$ cat src/rtl/a2d_pkg.sv
// Shared types and ADC command-word layout for the a2d_sched conversion scheduler.
package a2d_pkg;

   typedef enum logic [1:0] {
      SLOT_BATT,
      SLOT_CURR,
      SLOT_BRAKE,
      SLOT_TORQUE
   } slot_t;

   typedef enum logic [2:0] {
      IDLE,
      CMD,
      WAIT1,
      GAP,
      RD,
      WAIT2
   } state_t;

   localparam int CHNL_LSB = 11;
   localparam int CHNL_MSB = 13;

   // ADC128S control word: only the channel-select field is ever non-zero.
   function automatic logic [15:0] adc_cmd(input logic [2:0] ch);
      logic [15:0] w;
      w                   = '0;
      w[CHNL_MSB:CHNL_LSB] = ch;
      return w;
   endfunction

endpackage

$ cat src/rtl/a2d_sched_if.sv
// Scheduler-to-SPI-master transaction bus: start pulse plus command out, completion plus read data back.
interface a2d_sched_if;
   logic        wrt;
   logic [15:0] cmd;
   logic        done;
   logic [15:0] rd_data;

   modport master (output wrt, cmd, input done, rd_data);
   modport slave  (input wrt, cmd, output done, rd_data);
endinterface

$ cat src/rtl/a2d_sched_rr_pick.sv
// Round-robin finder: first enabled slot after ptr, wrapping, with ptr's own slot tried last.
module rr_pick
   import a2d_pkg::*;
(
   input  slot_t      ptr_i,
   input  logic [3:0] en_mask_i,
   output slot_t      nxt_o,
   output logic       any_o
);

   logic [1:0] idx;

   // NOTE: every combinational output gets a default first so no path infers a latch.
   always_comb begin
      nxt_o = ptr_i;
      any_o = |en_mask_i;
      idx   = '0;
      // Walk from farthest to nearest so the nearest enabled slot overwrites last.
      for (int k = 4; k >= 1; k--) begin
         idx = ptr_i + 2'(k);
         if (en_mask_i[idx]) begin
            nxt_o = slot_t'(idx);
         end
      end
   end

endmodule

$ cat src/rtl/a2d_sched.sv
// ADC128S conversion scheduler: periodic round-robin over four slots with on-demand priority requests.
module a2d_sched
   import a2d_pkg::*;
#(
   parameter int         PERIOD    = 1024,
   parameter logic [2:0] CH_BATT   = 3'd0,
   parameter logic [2:0] CH_CURR   = 3'd1,
   parameter logic [2:0] CH_BRAKE  = 3'd3,
   parameter logic [2:0] CH_TORQUE = 3'd4
) (
   input  logic              clk,
   input  logic              rst,
   input  logic [3:0]        en_mask,
   input  logic              dmd_vld,
   input  logic [1:0]        dmd_slot,
   output logic              dmd_rdy,
   a2d_sched_if.master       spi,
   output logic [11:0]       batt,
   output logic [11:0]       curr,
   output logic [11:0]       brake,
   output logic [11:0]       torque,
   output logic              res_vld,
   output logic [1:0]        res_slot,
   output logic              busy
);

   localparam int TW = $clog2(PERIOD + 1);

   state_t        state_q, state_d;
   logic [TW-1:0] timer_q, timer_d;
   slot_t         ptr_q, ptr_d;
   slot_t         cur_q, cur_d;
   logic [11:0]   res_q [4];
   logic          res_vld_q;
   logic [1:0]    res_slot_q;
   logic          latch;
   logic          due;
   slot_t         pick_nxt;
   logic          pick_any;

   function automatic logic [2:0] ch_of(input slot_t s);
      logic [2:0] ch;
      ch = CH_BATT;
      case (s)
         SLOT_BATT:   ch = CH_BATT;
         SLOT_CURR:   ch = CH_CURR;
         SLOT_BRAKE:  ch = CH_BRAKE;
         SLOT_TORQUE: ch = CH_TORQUE;
      endcase
      return ch;
   endfunction

   rr_pick u_pick (
      .ptr_i     (ptr_q),
      .en_mask_i (en_mask),
      .nxt_o     (pick_nxt),
      .any_o     (pick_any)
   );

   assign due = (timer_q == TW'(PERIOD));

   always_comb begin
      state_d  = state_q;
      timer_d  = '0;
      ptr_d    = ptr_q;
      cur_d    = cur_q;
      dmd_rdy  = 1'b0;
      spi.wrt  = 1'b0;
      spi.cmd  = '0;
      latch    = 1'b0;
      case (state_q)
         IDLE: begin
            dmd_rdy = 1'b1;
            timer_d = due ? timer_q : timer_q + TW'(1);
            if (dmd_vld) begin
               cur_d   = slot_t'(dmd_slot);
               state_d = CMD;
            end else if (due && pick_any) begin
               cur_d   = pick_nxt;
               ptr_d   = pick_nxt;
               state_d = CMD;
            end
         end
         CMD: begin
            spi.wrt = 1'b1;
            spi.cmd = adc_cmd(ch_of(cur_q));
            state_d = WAIT1;
         end
         WAIT1: if (spi.done) state_d = GAP;
         GAP:   state_d = RD;
         RD: begin
            spi.wrt = 1'b1;
            spi.cmd = adc_cmd(ch_of(cur_q));
            state_d = WAIT2;
         end
         WAIT2: begin
            if (spi.done) begin
               latch   = 1'b1;
               state_d = IDLE;
            end
         end
         default: state_d = IDLE;
      endcase
   end

   // NOTE: sequential state uses non-blocking assignments so all registers update together.
   always_ff @(posedge clk) begin
      if (rst) begin
         state_q    <= IDLE;
         timer_q    <= '0;
         ptr_q      <= SLOT_TORQUE;   // next pick after TORQUE wraps to BATT
         cur_q      <= SLOT_BATT;
         res_vld_q  <= 1'b0;
         res_slot_q <= '0;
         // NOTE: the result array is small and architecturally visible, so it is reset like any register.
         for (int k = 0; k < 4; k++) res_q[k] <= '0;
      end else begin
         state_q   <= state_d;
         timer_q   <= timer_d;
         ptr_q     <= ptr_d;
         cur_q     <= cur_d;
         res_vld_q <= latch;
         if (latch) begin
            res_q[cur_q] <= spi.rd_data[11:0];
            res_slot_q   <= cur_q;
         end
      end
   end

   assign batt     = res_q[SLOT_BATT];
   assign curr     = res_q[SLOT_CURR];
   assign brake    = res_q[SLOT_BRAKE];
   assign torque   = res_q[SLOT_TORQUE];
   assign res_vld  = res_vld_q;
   assign res_slot = res_slot_q;
   assign busy     = (state_q != IDLE);

endmodule

$ cat src/flat_wrapper.sv
// flat-port wrapper written by rule: the top's interface ports become plain ports
module a2d_sched_flat import a2d_pkg::*;
#(
   parameter int         PERIOD    = 1024,
   parameter logic [2:0] CH_BATT   = 3'd0,
   parameter logic [2:0] CH_CURR   = 3'd1,
   parameter logic [2:0] CH_BRAKE  = 3'd3,
   parameter logic [2:0] CH_TORQUE = 3'd4
)
  (clk, rst, en_mask, dmd_vld, dmd_slot, dmd_rdy, batt, curr, brake, torque, res_vld, res_slot, busy, spi_wrt, spi_cmd, spi_done, spi_rd_data);
  a2d_sched_if spi_i ();
  input  logic clk;
  input  logic rst;
  input  logic [3:0] en_mask;
  input  logic dmd_vld;
  input  logic [1:0] dmd_slot;
  output logic dmd_rdy;
  output logic [11:0] batt;
  output logic [11:0] curr;
  output logic [11:0] brake;
  output logic [11:0] torque;
  output logic res_vld;
  output logic [1:0] res_slot;
  output logic busy;
  output wire logic [$bits(spi_i.wrt)-1:0] spi_wrt;
  output wire logic [$bits(spi_i.cmd)-1:0] spi_cmd;
  input wire logic [$bits(spi_i.done)-1:0] spi_done;
  input wire logic [$bits(spi_i.rd_data)-1:0] spi_rd_data;
  assign spi_wrt = spi_i.wrt;
  assign spi_cmd = spi_i.cmd;
  assign spi_i.done = spi_done;
  assign spi_i.rd_data = spi_rd_data;
  a2d_sched #(.PERIOD(PERIOD), .CH_BATT(CH_BATT), .CH_CURR(CH_CURR), .CH_BRAKE(CH_BRAKE), .CH_TORQUE(CH_TORQUE)) u_core (.clk(clk), .rst(rst), .en_mask(en_mask), .dmd_vld(dmd_vld), .dmd_slot(dmd_slot), .dmd_rdy(dmd_rdy), .spi(spi_i), .batt(batt), .curr(curr), .brake(brake), .torque(torque), .res_vld(res_vld), .res_slot(res_slot), .busy(busy));
endmodule
$ cat config.mk
export PLATFORM = sky130hd
export DESIGN_NAME = a2d_sched_flat
export DESIGN_NICKNAME = d
export VERILOG_FILES = /design/src/rtl/a2d_pkg.sv /design/src/rtl/a2d_sched_if.sv /design/src/rtl/a2d_sched_rr_pick.sv /design/src/rtl/a2d_sched.sv /design/src/flat_wrapper.sv
export SDC_FILE = /design/constraint.sdc
export NUM_CORES = 1
export LEC_CHECK = 0
export BUFFER_PORTS_ARGS = -buffer_cell sky130_fd_sc_hd__buf_4
export CELL_PAD_IN_SITES_DETAIL_PLACEMENT = 0
export CELL_PAD_IN_SITES_GLOBAL_PLACEMENT = 1
export CORE_MARGIN = 2
export CORE_UTILIZATION = 40
export CTS_CLUSTER_DIAMETER = 50
export DETAILED_ROUTE_END_ITERATION = 12
export GPL_TIMING_DRIVEN = 0
export PLACE_DENSITY = 0.84
export SLEW_MARGIN = 20
export SYNTH_ARGS = -nofsm -noshare
export SYNTH_HDL_FRONTEND = slang
export SYNTH_SLANG_ARGS = --single-unit
export TNS_END_PERCENT = 100
$ cat constraint.sdc
create_clock -name clk -period 2.6 [get_ports clk]
set_input_delay 0.39 -clock clk [delete_from_list [all_inputs] [get_ports clk]]
set_output_delay 0.39 -clock clk [all_outputs]
set_load 0.01 [all_outputs]
==> impl_metrics.toml <==
[timing]
finalCritPeriodShare_pct = 72.5
final_hold_viol_count = 0
maxClockFrequency_mhz = 530
clock_skew_ns = 0.0115
setup_tns_ns = 0
worst_slack_ns = 0.714
period_minus_slack_ns = 1.89
setup_viol = 0
slew_viol_final = 0
whs_ns = 0.350
worst_pin_slew_ns = 0.726
rsz0062_at_grt = "false"
relSlewSlack_pct = 51.6

[synth]
syn_inst = 256
ys_async_sr_fraction_pct = 0
ys_ff_latch = 69
syn_area_sq_mm = 0.00313
syn_avg_cell_area_sq_um = 12.2
synth_edf_count = 48
yosys_warnings = 0
synth_cell_types = 51
synth-seq-area-share_pct = 59.4
ys.flop_type = "edfxtp_1"

[drt]
drc = 0
vias = 2091
drt_iter0_markers = 50
wirelength_um = 6020
vias_per_cell = 4.52
wl_per_cell_um = 13.0
postRouteAntennaNets = 0
drt_first_pass_iters = 6

[floorplan]
coreArea_sq_mm = 0.00765
rows = 32
die_h_um = 92.5
dieWidth_um = 92.5
pin_count = 96
start_util_pct = 41.0
fp.dieArea_sq_mm = 0.00855

[setup_path]
reg2reg_setup_slack_ns = 0.81
end_kind = "output pin"
worst-path-max-fanout = 5
cp.required_ns = 2.21
start_kind = "flop"
critical_path_class = "flop to output pin"
cp_data_arrival_time_ns = 1.50

[pwr]
leakage_nw = 1.75
p_sw_share_pct = 25.7
powerDensity_mw_per_mm2 = 571
total_power_mw = 2.31
p_switching_mw = 0.596
clkPwrFrac_pct = 30.9
pwr-share-seq_pct = 53.8
comb_power_share_pct = 15.4
peakVddDrop_mv = 0.318
p_int_mw = 1.72

[finish]
utilization_pct = 53.0
nNetsFinal = 387
final_layout_size_suffix_gt1_share_pct = 35.7
finalNonFillerCells = 463
synthToLayoutAreaGrowth_pct = 29.3
antenna_cells = 0
fill_cells = 694
design_area_sq_mm = 0.00405

[clocking]
hold_buffers = 0
postCtsSetupBuffers = 0
clockBufferDepth = 2
h-tree-depth = 3
cts_tree = "yes"
clock_sinks = 69
clkTransAtPathRegs_ns = 0.08
cts_buffers = 9
clockRootBuffer = "clkbuf_8"
cts_resized = 0
clock_latency_ns = 0.33

[placed_design]
placed_area_sq_mm = 0.00389
routabilityCongestion = 0.804
dpl.cell_count = 448
portBuffers = 78
place_ws_ns = 0.802
dp_hpwl_um = 4390

[grt]
grt_pass1_wl_um = 9390
track_usage_pct = 14.4
grt_pass1_vias = 1953
grt_max_degree = 13
overflow = 0
antenna_found_initial = 0

[outcome]
outcome = "completed"

[job]
cap_violations = 0

[min_path]
min_path_type = "input port to flop"
## routing by layer
layer  up-vias  wire length [um]  track usage [%]
li1       1060                 -                -
met2        80              2820             22.9
met4         0                31             5.35
met3         4               500             5.61
met1       947              2670             17.9
met5         -                 0                0
## state kept, by name, summed over array words and instances (netlist names)
| signal | flops |
|---|---|
| u_core.state_q | 3 |
| u_core.res_slot | 2 |
| u_core.ptr_q | 2 |
| u_core.cur_q | 2 |
| u_core.timer_q | 11 |
| u_core.res_vld | 1 |
| u_core.res_q | 48 |
## power by group through the flow
stage / registers [mW] / clock network [mW] / logic, mW
after floorplan: 1.28 / 0 / 0.204
after global placement: 1.27 / 0 / 0.353
after detailed placement: 1.27 / 0 / 0.359
after CTS: 1.24 / 0.733 / 0.360
after global routing: 1.25 / 0.774 / 0.390
final: 1.24 / 0.714 / 0.356
## placed cells by master (no fill, tap or decap), drive strengths merged, types with 3 or more instances in the layout
cell    count
o21ai       3
inv         8
and2       50
conb       13
dfxtp      21
or2         5
a21oi       8
buf        97
xor2        5
or2b        3
clkinv      4
nor2       17
nand4       4
ha          4
nand3       3
clkbuf     13
edfxtp     48
xnor2       5
nor3        6
nand2       8
nor4        3
nand2b      5
mux2i       4
## Yosys cell counts (all sizes together) (2+ instances only)
library cell | instances | share of area, %
a21oi | 8 | 1.3
and2 | 50 | 10
and3 | 2 | 0.40
and4 | 2 | 0.64
buf | 19 | 4.8
clkbuf | 3 | 0.36
dfxtp | 21 | 13
edfxtp | 48 | 46
ha | 4 | 1.6
inv | 8 | 0.96
mux2i | 4 | 1.3
nand2 | 8 | 1.2
nand2b | 5 | 1.0
nand3 | 3 | 0.48
nand4 | 4 | 0.80
nor2 | 17 | 2.4
nor3 | 6 | 1.1
nor4 | 3 | 1.2
o21ai | 3 | 0.60
o311ai | 2 | 0.56
or2 | 5 | 1.0
or2b | 3 | 0.72
or3 | 2 | 0.56
xnor2 | 5 | 1.4
xor2 | 5 | 1.4
## kinds of logic after synthesis
family	share of synthesized area (%)
and+or+nand+nor	24.1
DFF	59.4
AOI/OAI and AO/OA	4.36
muxes	1.28
other	0.120
buffers and inverters	6.35
adders and majority gates	1.60
xor gates and xnor gates	2.80
## critical path, stage by stage, from the launching register on
cell and delay (ns):
dfxtp_1 0.42, inv_1 0.12, ha_1 0.31, nor3_1 0.17, buf_4 0.14
## final timing paths
kind                 startpoint                 end  cells past startpoint
max             u_core.cur_q[0]         spi_cmd[11]                      4
min              spi_rd_data[3]  u_core.res_q[1][3]                      2
max reg2reg   u_core.state_q[1]  u_core.res_q[2][8]                      5
min reg2reg  u_core.res_slot[0]  u_core.res_slot[0]                      2
## cell type report
type / count / area, sq um / share of cell area, %
plain buffers: 22 / 160 / 3.95
clock buffers: 10 / 128 / 3.15
repair buffers: 78 / 586 / 14.5
well taps: 102 / 128 / 3.15
multi-input cells: 168 / 1120 / 27.6
flip-flops and latches: 69 / 1860 / 46.0
clock inverters: 5 / 28.8 / 0.711
inverters: 9 / 38.8 / 0.958
No activity file was read; power rests on OpenSTA's default activity.
